**src/rtl/enemy_missile_ctl.sv**
```systemverilog
//------------------------------------------------------------------------------
// Module   : enemy_missile_ctl
// Brief    : Launches up to three enemy missiles from living formation columns
//            and moves them down the screen on a divided move tick.
// Revision : 1.0 - initial release
//------------------------------------------------------------------------------
`default_nettype none

module enemy_missile_ctl #(
    parameter int SCREEN_H      = 768,
    parameter int ENEMY_W       = 32,
    parameter int ENEMY_H       = 32,
    parameter int COL_SPACING   = 64,
    parameter int STEP          = 4,
    parameter int MOVE_DIV      = 650000,
    parameter int LAUNCH_PERIOD = 40
) (
    input  logic        pclk,
    input  logic        rst,
    input  logic [10:0] enemy_x,
    input  logic [10:0] enemy_y,
    input  logic [3:0]  alive_mask,
    input  logic        freeze,
    output logic [10:0] en_x_missile1,
    output logic [10:0] en_x_missile2,
    output logic [10:0] en_x_missile3,
    output logic [10:0] en_y_missile1,
    output logic [10:0] en_y_missile2,
    output logic [10:0] en_y_missile3,
    output logic        en_on1,
    output logic        en_on2,
    output logic        en_on3
);

    localparam int MOVE_W   = (MOVE_DIV > 1)      ? $clog2(MOVE_DIV)      : 1;
    localparam int LAUNCH_W = (LAUNCH_PERIOD > 1) ? $clog2(LAUNCH_PERIOD) : 1;

    localparam logic [MOVE_W-1:0]   c_MOVE_LAST   = MOVE_W'(MOVE_DIV - 1);
    localparam logic [LAUNCH_W-1:0] c_LAUNCH_LAST = LAUNCH_W'(LAUNCH_PERIOD - 1);

    localparam logic [0:0] c_IDLE = 1'b0;
    localparam logic [0:0] c_FLY  = 1'b1;

    logic [MOVE_W-1:0]   move_cnt_q,   move_cnt_d;
    logic [LAUNCH_W-1:0] launch_cnt_q, launch_cnt_d;
    logic [7:0]          lfsr_q,       lfsr_d;

    logic [0:0]  state_q [3];
    logic [0:0]  state_d [3];
    logic [10:0] x_q     [3];
    logic [10:0] x_d     [3];
    logic [10:0] y_q     [3];
    logic [10:0] y_d     [3];

    logic        w_tick;
    logic        w_attempt;
    logic        w_launch;
    logic [1:0]  w_col;
    logic [2:0]  w_free;
    logic [2:0]  w_pick;
    logic [10:0] w_launch_x;
    logic [10:0] w_launch_y;

    assign w_tick    = (move_cnt_q == c_MOVE_LAST);
    assign w_attempt = w_tick && (launch_cnt_q == c_LAUNCH_LAST);

    assign move_cnt_d   = w_tick ? '0 : move_cnt_q + MOVE_W'(1);
    assign launch_cnt_d = !w_tick   ? launch_cnt_q :
                          w_attempt ? '0 : launch_cnt_q + LAUNCH_W'(1);

    // Taps 8,6,5,4 shifted in at bit 0; the all-zero state is unreachable from A5.
    assign lfsr_d = {lfsr_q[6:0], lfsr_q[7] ^ lfsr_q[5] ^ lfsr_q[4] ^ lfsr_q[3]};

    assign w_free = {state_q[2] == c_IDLE, state_q[1] == c_IDLE, state_q[0] == c_IDLE};

    always_comb begin
        w_pick = 3'b000;
        if (w_free[0])      w_pick = 3'b001;
        else if (w_free[1]) w_pick = 3'b010;
        else if (w_free[2]) w_pick = 3'b100;
    end

    // Scanning offsets high to low leaves the nearest alive column at or above the seed.
    always_comb begin
        w_col = lfsr_q[1:0];
        for (int i = 3; i >= 0; i--) begin
            if (alive_mask[lfsr_q[1:0] + 2'(i)]) w_col = lfsr_q[1:0] + 2'(i);
        end
    end

    assign w_launch   = w_attempt && !freeze && (|alive_mask) && (|w_free);
    assign w_launch_x = enemy_x + 11'(32'(w_col) * COL_SPACING) + 11'(ENEMY_W / 2);
    assign w_launch_y = enemy_y + 11'(ENEMY_H);

    always_comb begin
        for (int k = 0; k < 3; k++) begin
            state_d[k] = state_q[k];
            x_d[k]     = x_q[k];
            y_d[k]     = y_q[k];
            if (w_launch && w_pick[k]) begin
                state_d[k] = c_FLY;
                x_d[k]     = w_launch_x;
                y_d[k]     = w_launch_y;
            end else if (w_tick && (state_q[k] == c_FLY)) begin
                if (({1'b0, y_q[k]} + 12'(STEP)) >= 12'(SCREEN_H)) begin
                    state_d[k] = c_IDLE;
                    x_d[k]     = '0;
                    y_d[k]     = '0;
                end else begin
                    y_d[k] = y_q[k] + 11'(STEP);
                end
            end
        end
    end

    always_ff @(posedge pclk) begin
        if (!rst) begin
            move_cnt_q   <= '0;
            launch_cnt_q <= '0;
            lfsr_q       <= 8'hA5;
            for (int k = 0; k < 3; k++) begin
                state_q[k] <= c_IDLE;
                x_q[k]     <= '0;
                y_q[k]     <= '0;
            end
        end else begin
            move_cnt_q   <= move_cnt_d;
            launch_cnt_q <= launch_cnt_d;
            lfsr_q       <= lfsr_d;
            for (int k = 0; k < 3; k++) begin
                state_q[k] <= state_d[k];
                x_q[k]     <= x_d[k];
                y_q[k]     <= y_d[k];
            end
        end
    end

    assign en_x_missile1 = x_q[0];
    assign en_x_missile2 = x_q[1];
    assign en_x_missile3 = x_q[2];
    assign en_y_missile1 = y_q[0];
    assign en_y_missile2 = y_q[1];
    assign en_y_missile3 = y_q[2];
    assign en_on1        = (state_q[0] == c_FLY);
    assign en_on2        = (state_q[1] == c_FLY);
    assign en_on3        = (state_q[2] == c_FLY);

endmodule

`default_nettype wire

```
**config.mk**
```make
export PLATFORM = sky130hd
export DESIGN_NAME = enemy_missile_ctl
export DESIGN_NICKNAME = d
export VERILOG_FILES = /design/src/rtl/enemy_missile_ctl.sv
export SDC_FILE = /design/constraint.sdc
export NUM_CORES = 1
export LEC_CHECK = 0
export BUFFER_PORTS_ARGS = -buffer_cell sky130_fd_sc_hd__clkbuf_2
export CAP_MARGIN = 15
export CORE_ASPECT_RATIO = 1.25
export CORE_UTILIZATION = 59
export DETAILED_ROUTE_END_ITERATION = 16
export MAX_ROUTING_LAYER = met4
export PLACE_DENSITY = 0.91
export SYNTH_ARGS = -nofsm -noshare
export SYNTH_HDL_FRONTEND = slang
export SYNTH_SLANG_ARGS = --single-unit
```
**constraint.sdc**
```tcl
create_clock -name pclk -period 3.9 [get_ports pclk]
set_input_delay 0 -clock pclk [delete_from_list [all_inputs] [get_ports pclk]]
set_output_delay 0 -clock pclk [all_outputs]
set_load 0.03 [all_outputs]
```
=== After elaboration in Yosys (flattened, before gate mapping) ===
Memory sizes are Yosys's and may differ from the RTL's.
Index checks and enable logic that the tools add are counted.

* Bits in registers: 34
* Output and inout port bits: 69
* Memories kept: 3
* Logic and storage cells: 113
* Bits in latches: 0
* Input port bits: 29
* ROM bits: 0
* Bits in writable memories: 69

{| class="wikitable"
|+ Memories
! memory !! depth !! bits a word !! read ports !! clocked after Yosys merged registers in !! wr ports !! line !! text
|-
| x_q || 3 || 11 || 3 || 0 || 3 || 50 || <nowiki>logic [10:0] x_q [3];</nowiki>
|-
| y_q || 3 || 11 || 3 || 0 || 3 || 52 || <nowiki>logic [10:0] y_q [3];</nowiki>
|-
| state_q || 3 || 1 || 3 || 0 || 3 || 48 || <nowiki>logic [0:0] state_q [3];</nowiki>
|}

* Muxes and demuxes: 54
* Bitwise operators: 16
* Eq/ne operators: 2
* Reduce and logical (&&, ||, !) cells: 14
* Add/subtract/negate cells: 14
* Multiply operators: 0
* Div/mod/pow operators: 0
* Order comparisons: 7
* Shifts and indexed selects: 0

{| class="wikitable"
|+ Operators with widths
! operator !! number
|-
| 11-bit 2-to-1 mux || 24
|-
| 11-bit by 3-bit adder with 12-bit output (second input constant) || 3
|-
| 12-bit by 10-bit >= comparator with 1-bit output (second input constant) || 3
|-
| 11-bit by 3-bit adder with 11-bit output (second input constant) || 3
|-
| 20-bit by 1-bit adder with 20-bit output (second input constant) || 1
|-
| 20-bit equality test (second input constant) || 1
|-
| 1-bit 2-to-1 mux || 18
|-
| 2-bit by 3-bit < comparator with 1-bit output (second input constant) || 4
|-
| 11-bit by 5-bit adder with 11-bit output (second input constant) || 1
|-
| 11-bit by 6-bit adder with 11-bit output (second input constant) || 1
|-
| 11-bit by 8-bit adder with 11-bit output || 1
|-
| 1-bit logical AND || 10
|-
| 3-bit 2-to-1 mux || 3
|-
| 1-bit bitwise OR || 9
|-
| 1-bit binary-select mux with 2-bit select || 4
|-
| 2-bit 2-to-1 mux || 4
|-
| 6-bit by 1-bit adder with 6-bit output (second input constant) || 1
|-
| 6-bit equality test (second input constant) || 1
|-
| 6-bit 2-to-1 mux || 1
|-
| 2-bit adder (second input constant) || 2
|-
| 1-bit inverter || 4
|-
| 4-bit OR reduction || 1
|-
| 3-bit OR reduction || 1
|-
| 1-bit bitwise XOR || 3
|-
| other kinds (3) || 3
|}

=== Longest topological paths before layout ===
* Word-level depth: 11
* Mapped depth: 10
* Gate-level depth less buffers: 10

=== Worst setup path after synthesis ===
Ideal clock, no wire load.

* Kind: flip-flop to flip-flop
* Start point: memory y_q[0][2]
* End point: memory x_q[0][8]
* Required time: 3840 ps
* Slack: 1551 ps
* Buffers on the path: 1
* Arrival: 2289 ps
* Cell stages (with the launch flop): 9
* Library setup time: 60 ps
* Clock period less this slack: 2349 ps
* Cell sequence: dfxtp_1 ha_1 nand4b_1 o21ai_0 or3b_2 a31oi_1 o21a_1 clkbuf_1 a22o_1

{| class="wikitable"
|+ RTL lines
! what !! line
|-
| start: declaration || 52
|-
| end: declaration || 50
|}

==> results.yml <==
sta:
  setup_violations: 0
  finalClockSkew_ns: 0.0143
  worstMarginPinSlew_ns: 1.06
  setup_tns_ns: 0
  holdWs_ns: 0.0356
  fmax_ghz: 0.354
  report.final.hold_viol_count: 0
  rsz0062_at_grt: "no"
  drv_slew: 0
  slew_headroom_pct: 29.1
  finalCriticalPeriod_ns: 2.82
  final.period_utilization_pct: 72.4
clocking:
  cts-root-buf: "clkbuf_8"
  post_cts_buffers: 0
  cts_sinks: 103
  clock_path_buffers: 2
  cts_buffers: 9
  cts_tree: "yes"
  cts-resized-gates: 0
  holdBufCountCts: 10
  insertion_delay_ns: 0.37
  cts-htree-levels: 3
  path_clk_slew_ns: 0.10
global_routing:
  antenna_found_initial: 0
  grt_pass1_wl_um: 21300
  grt_pass1_vias: 4398
  overflow: 0
  grt_usage_pct: 30.9
  grt_max_degree: 32
yosys:
  yosys_warnings: 0
  ys_seq_area_share_pct: 42.2
  syn_area_per_cell_um2: 8.67
  synth_ff_type: "dfxtp_1"
  synthDistinctLibCells: 52
  syn_nets: 604
  synth_area_um2: 4880
  synth_area_leaders: "dfxtp_1, a22o_1, nand2_1"
  synth_edf_count: 0
  synth-seq-cells: 103
  async_flop_share_pct: 0
  synth_top_area_share_pct: 42.2
  synthCells: 563
  synth_top_cell_by_area: "dfxtp_1"
critical_path:
  reg2reg_from: "move_cnt_q[13]"
  worst-r2r-cell-count: 5
  cp.required_ns: 4.21
  r2r-end: "x_q[0][2]"
  cp-start-kind: "flip-flop"
  path_max_fanout: 14
  cp.arrival_ns: 3.13
  end_kind: "flip-flop"
  worstSetupPathType: "reg -> reg"
  r2r_slack_ns: 1.08
worst_hold_path:
  min_path_cells: 4
  hold_path_class: "in -> reg"
  worstHoldStart: "enemy_y[10]"
  min_to: "y_q[0][21]"
cells_and_area:
  postLayoutCoreUtil_pct: 71.9
  area.sequential_um2: 2060
  multi_input_area_um2: 2650
  layout-drive-gt1-share_pct: 18.9
  syn_to_final_growth_pct: 16.8
  layout_common_cells: "dfxtp_1, clkbuf_2, nand2_1"
  nets: 701
  diodes: 0
  fill_cells: 597
  final_common_cell: "dfxtp_1"
detailed_routing:
  drc_errors: 0
  post_drt_wl_per_cell_um: 17.4
  wl_um: 13200
  ant_nets: 0
  detail_route.first_pass.iterations: 5
  drt_iter0_markers: 371
  vias: 4763
  viasPerCell: 6.27
floorplan:
  io_pins: 98
  start_util_pct: 61.6
  die_w_um: 83.4
  core_um2: 7930
  placementRows: 36
  die_area_um2: 8640
  die_h_um: 104
flow_run:
  drv_cap: 0
status:
  outcome: "finished clean"
placement:
  io_buffers: 97
  gp_congestion: 0.930
  dp_hpwl_um: 9440
power:
  power_density_nw_per_um2: 329
  total_leakage_power_nw: 2.27
  total_power_mw: 1.88
  vdd_ir_drop_max_uv: 295
==> synth_stat cells (2+ instances only) <==
cell / number
nand3_1: 33
a31oi_1: 11
a21o_1: 4
xor2_1: 14
buf_1: 2
nor3_1: 10
a221o_1: 6
nor4_1: 7
nand2b_1: 7
or4_1: 6
inv_1: 18
nor2_2: 3
nor2b_1: 9
ha_1: 12
o31ai_1: 5
clkbuf_1: 14
or2_1: 3
a22oi_1: 7
or2_2: 2
nand4_1: 12
nand2_1: 57
and3_1: 6
a211o_1: 2
dfxtp_1: 103
nor4bb_1: 3
and2_1: 6
or3b_2: 2
and4_1: 3
or3_1: 2
o211ai_1: 7
xnor2_1: 22
a21oi_1: 24
buf_2: 7
o21ai_0: 22
nand3b_1: 2
a22o_1: 36
o211a_1: 2
nor2_1: 52
o32ai_1: 7
==> where the power goes <==
group | total [mW] | switching [mW] | internal (mW)
clock network | 0.675 | 0.374 | 0.301
logic | 0.132 | 0.0809 | 0.0512
registers | 1.07 | 0.00813 | 1.06
total | 1.88 | 0.463 | 1.41
==> worst max-delay path, stage by stage (launching register included) <==
cell and delay [ns]:
dfxtp_1 0.40, or3b_2 0.47, nor4_1 0.49, nand3_1 0.27
nor2_1 0.85, a22o_1 0.28
==> per-stage QoR <==
| stage | instance area, um^2 | instances | setup WS, ns |
|---|---|---|---|
| 2_1_floorplan | 4880 | 563 | 1.55 |
| 3_3_place_gp | 5410 | 734 | 1.29 |
| 3_5_place_dp | 5410 | 734 | 1.15 |
| 4_1_cts | 5700 | 760 | 1.13 |
| 5_1_grt | 5700 | 760 | 0.848 |
| 6_report | 5700 | 760 | 1.08 |
==> cell type report <==
type                       instances  share of cell area, %
multi-input combinational        418                   46.5
sequential                       103                   36.2
timing repair buffer             110                   10.7
clock buffer                      10                   2.24
tap                               95                   2.08
clock inverter                     6                   1.18
inverter                          18                   1.18
==> sequential cells by signal, indices dropped and copies added, names as in the netlist <==
signal,count
move_cnt_q,20
y_q,33
launch_cnt_q,6
lfsr_q,8
state_q,3
x_q,33
==> worst max path at each step <==
stage | cells after the start | to | slack [ns] | from
3_5_place_dp | 5 | x_q[0][0] | 1.15 | move_cnt_q[13]
2_1_floorplan | 8 | x_q[0][8] | 1.55 | y_q[0][2]
5_1_grt | 6 | x_q[0][2] | 0.85 | move_cnt_q[0]
4_1_cts | 6 | x_q[0][12] | 1.13 | y_q[0][13]
6_report | 5 | x_q[0][2] | 1.08 | move_cnt_q[13]
3_3_place_gp | 6 | x_q[0][18] | 1.29 | y_q[0][13]
==> layer usage <==
metal	GRT usage, %	vias up	share of wire (%)
li1	-	2244	-
met1	36.0	2264	40
met2	53.5	224	51
met3	4.54	31	6.5
met4	11.8	0	2.6
met5	-	-	0
==> logic make-up (layout without fill, tap and decap cells) <==
| family | count (synthesis) | count (layout) | share of synthesized area [%] |
|---|---|---|---|
| buf+inv | 42 | 144 | 3.56 |
| simple gates | 229 | 229 | 23.7 |
| compound gates | 140 | 140 | 20.8 |
| mux | 1 | 1 | 0.205 |
| xor+xnor | 36 | 36 | 6.46 |
| flops | 103 | 103 | 42.2 |
| fa+ha+maj | 12 | 12 | 3.08 |
Note: power is estimated with default switching activity, not from simulation.
